<file path="src/rtl/sigma_delta_dac_mc.sv">
// Multi-channel sigma-delta audio DAC: double-buffered samples, slew-limited
// mute toward midscale, and a 1st- or 2nd-order pulse-density modulator per channel.
module sigma_delta_dac_mc #(
    parameter int CHANNELS  = 2,
    parameter int WIDTH     = 8,
    parameter int ORDER     = 1,
    parameter int SIGNED_IN = 0,
    parameter int RAMP_STEP = 1
) (
    input  logic                      clock,
    input  logic                      reset_n,
    input  logic                      cen,
    input  logic                      load,
    input  logic [CHANNELS*WIDTH-1:0] din,
    input  logic                      mute,
    output logic [CHANNELS-1:0]       dout,
    output logic                      settled
);
    localparam logic [WIDTH-1:0] MID       = {1'b1, {(WIDTH-1){1'b0}}};
    localparam logic [WIDTH-1:0] STEP      = WIDTH'(RAMP_STEP);
    localparam logic [WIDTH-1:0] SIGN_FLIP = (SIGNED_IN != 0) ? MID : '0;

    logic [CHANNELS-1:0][WIDTH-1:0] level_q;
    logic [CHANNELS-1:0]            ramping_d;
    logic                           mute_q;
    logic                           mute_change;

    if (ORDER != 1 && ORDER != 2) begin : g_bad_order
        $error("sigma_delta_dac_mc: ORDER must be 1 or 2");
    end

    // Any edge of mute seen on a tick (re)starts the ramp on every channel.
    assign mute_change = mute ^ mute_q;

    always_ff @(posedge clock or negedge reset_n) begin
        if (!reset_n) begin
            mute_q  <= 1'b0;
            settled <= 1'b1;
        end else if (cen) begin
            mute_q  <= mute;
            settled <= ~|ramping_d;
        end
    end

    for (genvar k = 0; k < CHANNELS; k++) begin : g_ch
        logic [WIDTH-1:0] shadow_r;
        logic [WIDTH-1:0] level_r;
        logic [WIDTH-1:0] level_n;
        logic [WIDTH-1:0] target;
        logic [WIDTH-1:0] diff;
        logic             ramping_r;
        logic             ramping_n;
        logic             up;
        logic             dout_r;

        // The shadow register is the only state that updates without cen.
        always_ff @(posedge clock or negedge reset_n) begin
            if (!reset_n) begin
                shadow_r <= MID;
            end else if (load) begin
                shadow_r <= din[k*WIDTH +: WIDTH] ^ SIGN_FLIP;
            end
        end

        assign target = mute ? MID : shadow_r;
        assign up     = target > level_r;
        assign diff   = up ? target - level_r : level_r - target;

        always_comb begin
            level_n   = target;
            ramping_n = 1'b0;
            if ((ramping_r || mute_change) && diff > STEP) begin
                level_n   = up ? level_r + STEP : level_r - STEP;
                ramping_n = 1'b1;
            end
        end

        always_ff @(posedge clock or negedge reset_n) begin
            if (!reset_n) begin
                level_r   <= MID;
                ramping_r <= 1'b0;
            end else if (cen) begin
                level_r   <= level_n;
                ramping_r <= ramping_n;
            end
        end

        assign level_q[k]   = level_r;
        assign ramping_d[k] = ramping_n;
        assign dout[k]      = dout_r;

        if (ORDER == 2) begin : g_o2
            localparam int IW = WIDTH + 4;
            localparam int SW = WIDTH + 6;
            localparam logic signed [SW-1:0] SAT_MAX = {3'b000, {(IW-1){1'b1}}};
            localparam logic signed [SW-1:0] SAT_MIN = {3'b111, {(IW-1){1'b0}}};
            localparam logic signed [SW-1:0] FB_MAG  = {{(SW-WIDTH){1'b0}}, MID};

            logic signed [IW-1:0] i1_q;
            logic signed [IW-1:0] i2_q;
            logic signed [IW-1:0] i1_n;
            logic signed [IW-1:0] i2_n;
            logic signed [SW-1:0] x;
            logic signed [SW-1:0] fb;

            // Clamp rather than wrap so full-scale input cannot flip the loop sign.
            function automatic logic signed [IW-1:0] sat(input logic signed [SW-1:0] v);
                if (v > SAT_MAX) return SAT_MAX[IW-1:0];
                if (v < SAT_MIN) return SAT_MIN[IW-1:0];
                return v[IW-1:0];
            endfunction

            assign x    = $signed({{(SW-WIDTH){1'b0}}, level_r}) - FB_MAG;
            assign fb   = dout_r ? FB_MAG : -FB_MAG;
            assign i1_n = sat(SW'(i1_q) + x - fb);
            assign i2_n = sat(SW'(i2_q) + SW'(i1_n) - fb);

            always_ff @(posedge clock or negedge reset_n) begin
                if (!reset_n) begin
                    i1_q   <= '0;
                    i2_q   <= '0;
                    dout_r <= 1'b0;
                end else if (cen) begin
                    i1_q   <= i1_n;
                    i2_q   <= i2_n;
                    dout_r <= ~i2_n[IW-1];
                end
            end
        end else begin : g_o1
            logic [WIDTH-1:0] acc_q;
            logic [WIDTH:0]   sum;

            // The carry out of the phase accumulator is the pulse stream.
            assign sum = {1'b0, acc_q} + {1'b0, level_r};

            always_ff @(posedge clock or negedge reset_n) begin
                if (!reset_n) begin
                    acc_q  <= '0;
                    dout_r <= 1'b0;
                end else if (cen) begin
                    acc_q  <= sum[WIDTH-1:0];
                    dout_r <= sum[WIDTH];
                end
            end
        end
    end
endmodule

</file>
<file path="config.mk">
export PLATFORM = sky130hd
export DESIGN_NAME = sigma_delta_dac_mc
export DESIGN_NICKNAME = d
export VERILOG_FILES = /design/src/rtl/sigma_delta_dac_mc.sv
export SDC_FILE = /design/constraint.sdc
export NUM_CORES = 1
export LEC_CHECK = 0
export ABC_AREA = 1
export BUFFER_PORTS_ARGS = -buffer_cell sky130_fd_sc_hd__buf_4
export CAP_MARGIN = 30
export CORE_MARGIN = 4
export CORE_UTILIZATION = 65
export DETAILED_ROUTE_END_ITERATION = 6
export HOLD_SLACK_MARGIN = 0.02
export PLACE_DENSITY = 0.91
export SLEW_MARGIN = 30
export SYNTH_ARGS = -nofsm -noshare
export SYNTH_HDL_FRONTEND = slang
export SYNTH_SLANG_ARGS = --single-unit
</file>
<file path="constraint.sdc">
create_clock -name clock -period 6.7 [get_ports clock]
set_clock_uncertainty 0.1 [all_clocks]
set_input_delay 1.675 -clock clock [delete_from_list [all_inputs] [get_ports clock]]
set_output_delay 1.675 -clock clock [all_outputs]
set_load 0.005 [all_outputs]
</file>
======== Yosys cells after proc, flatten, opt, wreduce, memory -nomap -nowiden ========
Index checks and enable logic that the tools add are counted.
word-level totals
  flip-flop bits (word level) ............. 54
  input port bits ......................... 21
  output and inout bits ................... 3
  word-level logic and storage cells ...... 43
operators by class
  $add $sub $neg .......................... 10
  magnitude comparators ................... 4
  mux-type cells .......................... 10
  bitwise operators ....................... 1
  reductions and logical operators ........ 6
operators by type and width
  kind                                                 number
  2-to-1 mux 8 bit                                     8
  subtractor 8 bit                                     4
  adder 8 x 8 -> 9 bit                                 2
  adder 8 x 1 -> 8 bit (second input constant)         2
  > comparator 8 x 1 -> 1 bit (second input constant)  2
  > comparator 8 bit                                   2
  subtractor 8 x 1 -> 8 bit (second input constant)    2
  logical AND 1 bit                                    2
  logical OR 1 bit                                     2
  2-to-1 mux 1 bit                                     2
  OR reduction 2 bit                                   1
  zero test 1 bit                                      1
  XOR 1 bit                                            1

======== Logic depth before layout (Yosys ltp) ========
  depth in word-level cells ............... 8
  mapped depth ............................ 23
  depth with buffers taken out ............ 23

======== Least setup slack after synthesis ========
Ideal clock, no wire load.
  path type ............................... input-to-reg
  start ................................... in mute
  end ..................................... reg g_ch[0].level_r[5]
  setup time .............................. 0.069 ns
  data arrival time ....................... 4.348 ns
  data required time ...................... 6.531 ns
  path slack .............................. 2.183 ns
  cell stages on the path ................. 21
  buffers on the path ..................... 2
  path through ............................ buf_2 clkbuf_1 nor2_1 inv_1 ha_1 inv_1 fa_1 inv_1 o21ai_2 nand2_1 nand2_1 nand2_2 ha_1 a21oi_1 nand2_1 nand2_1 nand2_1 a21oi_1 xnor2_1 nand4_1 nand3_1
between the ends
  word-level cells in the longest chain between the ends .. 6
  elaborated cells on any way between the ends .. 11
  classes of those cells .................. 2 x add/sub; 2 x order compare; 4 x mux; 1 x bitwise; 2 x reduce/logical
ends and longest elaborated chain
  element                                                 line    RTL
  from (decl)                                             15      input logic mute,
  2-to-1 mux 8 bit                                        65      assign target = mute ? MID : shadow_r;
  subtractor 8 bit or > comparator 8 bit (tied branches)  67, 66
  2-to-1 mux 8 bit                                        67      assign diff = up ? target - level_r : level_r - target;
  > comparator 8 x 1 -> 1 bit                             72      if ((ramping_r || mute_change) && diff > STEP) begin
  logical AND 1 bit                                       72
  2-to-1 mux 8 bit *                                      72
  to (signal assigned)                                    83      level_r <= level_n;
  to (decl)                                               47      logic [WIDTH-1:0] level_r;
Mark *: on every way between the ends. The rest lies on a longest branch, timed or not.
A chain may end at the register's enable or synchronous reset.

======== Final worst setup path ========
Same ends and word-level chain as after synthesis.

==> results.md <==
* Pwr per Cell Area at 497 nW/um^2
* Die Y at 97.9 um
* Final Total Pwr at 2760 uW
* TritonRoute pass-1 iters at 5
* Synth cell types at 40
* Synth top area share at 0.233
* Core region area at 7810 um^2
* Critical path cell sequence: buf_4 > nor2_1 > inv_1 > ha_1 > inv_1 > fa_1 > inv_1 > o21ai_2 > nand2_1 > nand2_1 > nand2_2 > ha_1 > a21oi_1 > nand2_1 > nand2_1 > nand2_1 > a21oi_1 > xnor2_1 > nand4_1 > nand3_1
* Non-Filler Instances at 885
* Mapped Area at 5260 um^2
* Worst reg2reg startpoint: g_ch[1].level_r[0]
* Initial antenna violation count at 0
* Critical path peak fanout at 17
* Max Root-Sink Buffers at 2
* DRC viols at 0
* Synth top cells by count: nand2_1, inv_1, nand3_1
* TritonCTS Buffers at 5
* Reg2reg end: g_ch[1].level_r[7]
* Worst R2R Path Depth at 19
* WP data required at 6850 ps
* Vias per inst at 5.55
* Worst hold path depth at 2
* Post-synth top area cell: dfrtp_1
* Crit-path most repeated cell: nand2_1
* Status: completed
* IO buf count at 23
* Overall routing resource usage at 0.263
* CP max stage delay at 370 ps
* Mapped Cells at 770
* Diodes inserted at 0
* Reg clk slew, reported paths at 100 ps
* Synth Area in XOR/XNOR at 0.0317
* Hold_buf cts at 0
* Vias at 4910
* Post-synth EDFFs at 0
* DRT iter0 DRCs at 239
* Share of flip-flops with an asynchronous set or reset at 1.00
* Final setup viols at 0
* Dpl hpwl at 9550 um
* Die W at 97.9 um
* Slew Viols, Final at 0
* Initial Util at 0.673
* Hold path endpoint: settled
* Largest family of logic cells by synthesized area: simple AND/OR/NAND/NOR gates
* Area contributors post-synth: dfrtp_1, nand2_1, ha_1
* Critical Path Source Type: input pin
* Final WS setup at 2310 ps
* Max transition margin at 0.542
* Post-synthesis adder-cell area fraction at 0.173
* Leakage power at 0.00311 uW
* Resize count post-CTS at 0
* H-tree depth at 2
* CTS tree: done
* Placed Instances at 877
* # IOs at 24
* Type of the most critical hold path: register to register
* Post-synthesis compound-gate area fraction at 0.0912
* Filler Cell Count at 605
* Root Driver: clkbuf_8
* Setup TNS at 0 ps
* Synth Flop Type: dfrtp_1
* Routed Antenna Nets at 0
* R2R setup slack at 3440 ps
* Hold Fails Final Rpt at 0
* Post-route minimum period at 4390 ps
* Final nets at 871
* Synthesized net count at 859
* Critical Path AT at 4540 ps
* Max Clk Rate at 228 MHz
* Post-synthesis mux area share at 0
* DRT Wirelength at 12200 um
* Worst-Margin Slew at 686 ps
* Postcts setup bufs at 0
* Synth Area in Simple Gates at 0.333
* Synth Register Bits at 54
* Max cap viols at 0
* First-pass GRT wire length at 21400 um
* Synth warn at 0
* Fin crit share at 0.655
* Clk sinks at 54
* Avg Cell Area, Syn at 6.83 um^2
* Area delta synth->final at 5.78%
* Vias in the first global route at 4871
* Crit end category: register
* CP Class: input pin to register
* Hold_sp: settled
* Largest net degree at the start of global routing at 55
* Die area at 9590 um^2
* Count leader, synth: nand2_1
* Slowest stage cell, crit path: ha_1
* Num rows at 32
* Worst VDD drop at 264 uV
* Grt total ovfl at 0
* Routed len/inst at 13.7 um
* Clk_lat worst skew at 320 ps
* Setup WS pre-CTS at 2040 ps
* Placer congestion estimate at 1.01
* RSZ-0062 raised after global routing: false
* Seq/Total Area, Yosys at 0.258
* Share of layout cells above drive strength 1 at 0.0881
## critical path: cells and delay by family
family                   cells  cell delay [ps]
AO/OA/AOI/OAI                3              490
AND/OR/NAND/NOR              9             1050
XOR/XNOR                     1              130
adder cells (fa/ha/maj)      3              760
buffers and inverters        4              440
## metrics by stage
step	instance area, um^2	utilization	hold WS, ps
2_1_floorplan	5260	-	346
3_5_place_dp	5460	0.700	364
4_1_cts	5560	0.712	389
5_1_grt	5560	0.712	424
3_3_place_gp	5460	0.700	358
6_report	5560	0.712	387
## where the power goes
part | total (uW) | switching, uW | internal [uW]
combinational | 1990 | 1200 | 784
sequential | 580 | 132 | 448
clock | 199 | 121 | 77.8
total | 2760 | 1450 | 1310
## cell families (layout without fill, tap and decap cells)
family,Yosys count,after routing
AO/OA/AOI/OAI,87,87
AND/OR/NAND/NOR,392,392
flip-flops,54,54
XOR/XNOR,19,19
buffers and inverters,150,163
adder cells (fa/ha/maj),68,68
## cell usage in the layout (no fill, tap or decap), drive strengths merged, types with 24 or more instances in the layout
| cell | instances |
|---|---|
| inv | 131 |
| dfrtp | 49 |
| nand3 | 71 |
| nor2 | 57 |
| a21oi | 32 |
| nand2 | 231 |
| o21ai | 41 |
| nand4 | 28 |
| ha | 60 |
| buf | 24 |
## final cells by class
type | count | area (um^2) | share of cell area
Timing Repair Buffer | 24 | 180 | 0.0324
Clock inverter | 3 | 28.8 | 0.00518
Sequential cell | 54 | 1360 | 0.244
Tap cell | 102 | 128 | 0.0230
Clock buffer | 5 | 68.8 | 0.0124
Multi-Input combinational cell | 566 | 3310 | 0.595
Inverter | 131 | 492 | 0.0884
## flip-flops by register name, summed over array words and instances (netlist names)
signal           flops
g_ch.shadow_r       16
g_ch.ramping_r       2
settled              1
g_ch.g_o1.acc_q     16
g_ch.level_r        16
mute_q               1
g_ch.dout_r          2
## routing by layer
metal / part of all wire / vias up / track usage
li1: - / 2477 / -
met1: 0.43 / 2249 / 0.335
met2: 0.49 / 153 / 0.448
met3: 0.058 / 31 / 0.0514
met4: 0.024 / 0 / 0.0873
met5: 0 / - / 0
## worst max path at each step
stage               start            endpoint  slack [ps]  cells past startpoint
floorplan            mute  g_ch[0].level_r[5]        2180                     21
global placement     mute  g_ch[1].level_r[7]        2190                     22
detailed placement   mute  g_ch[0].level_r[5]        2040                     20
CTS                  mute  g_ch[0].level_r[5]        2370                     20
global route         mute  g_ch[1].level_r[5]        2030                     20
finish               mute  g_ch[0].level_r[5]        2310                     20
No activity file was read; power rests on OpenSTA's default activity.
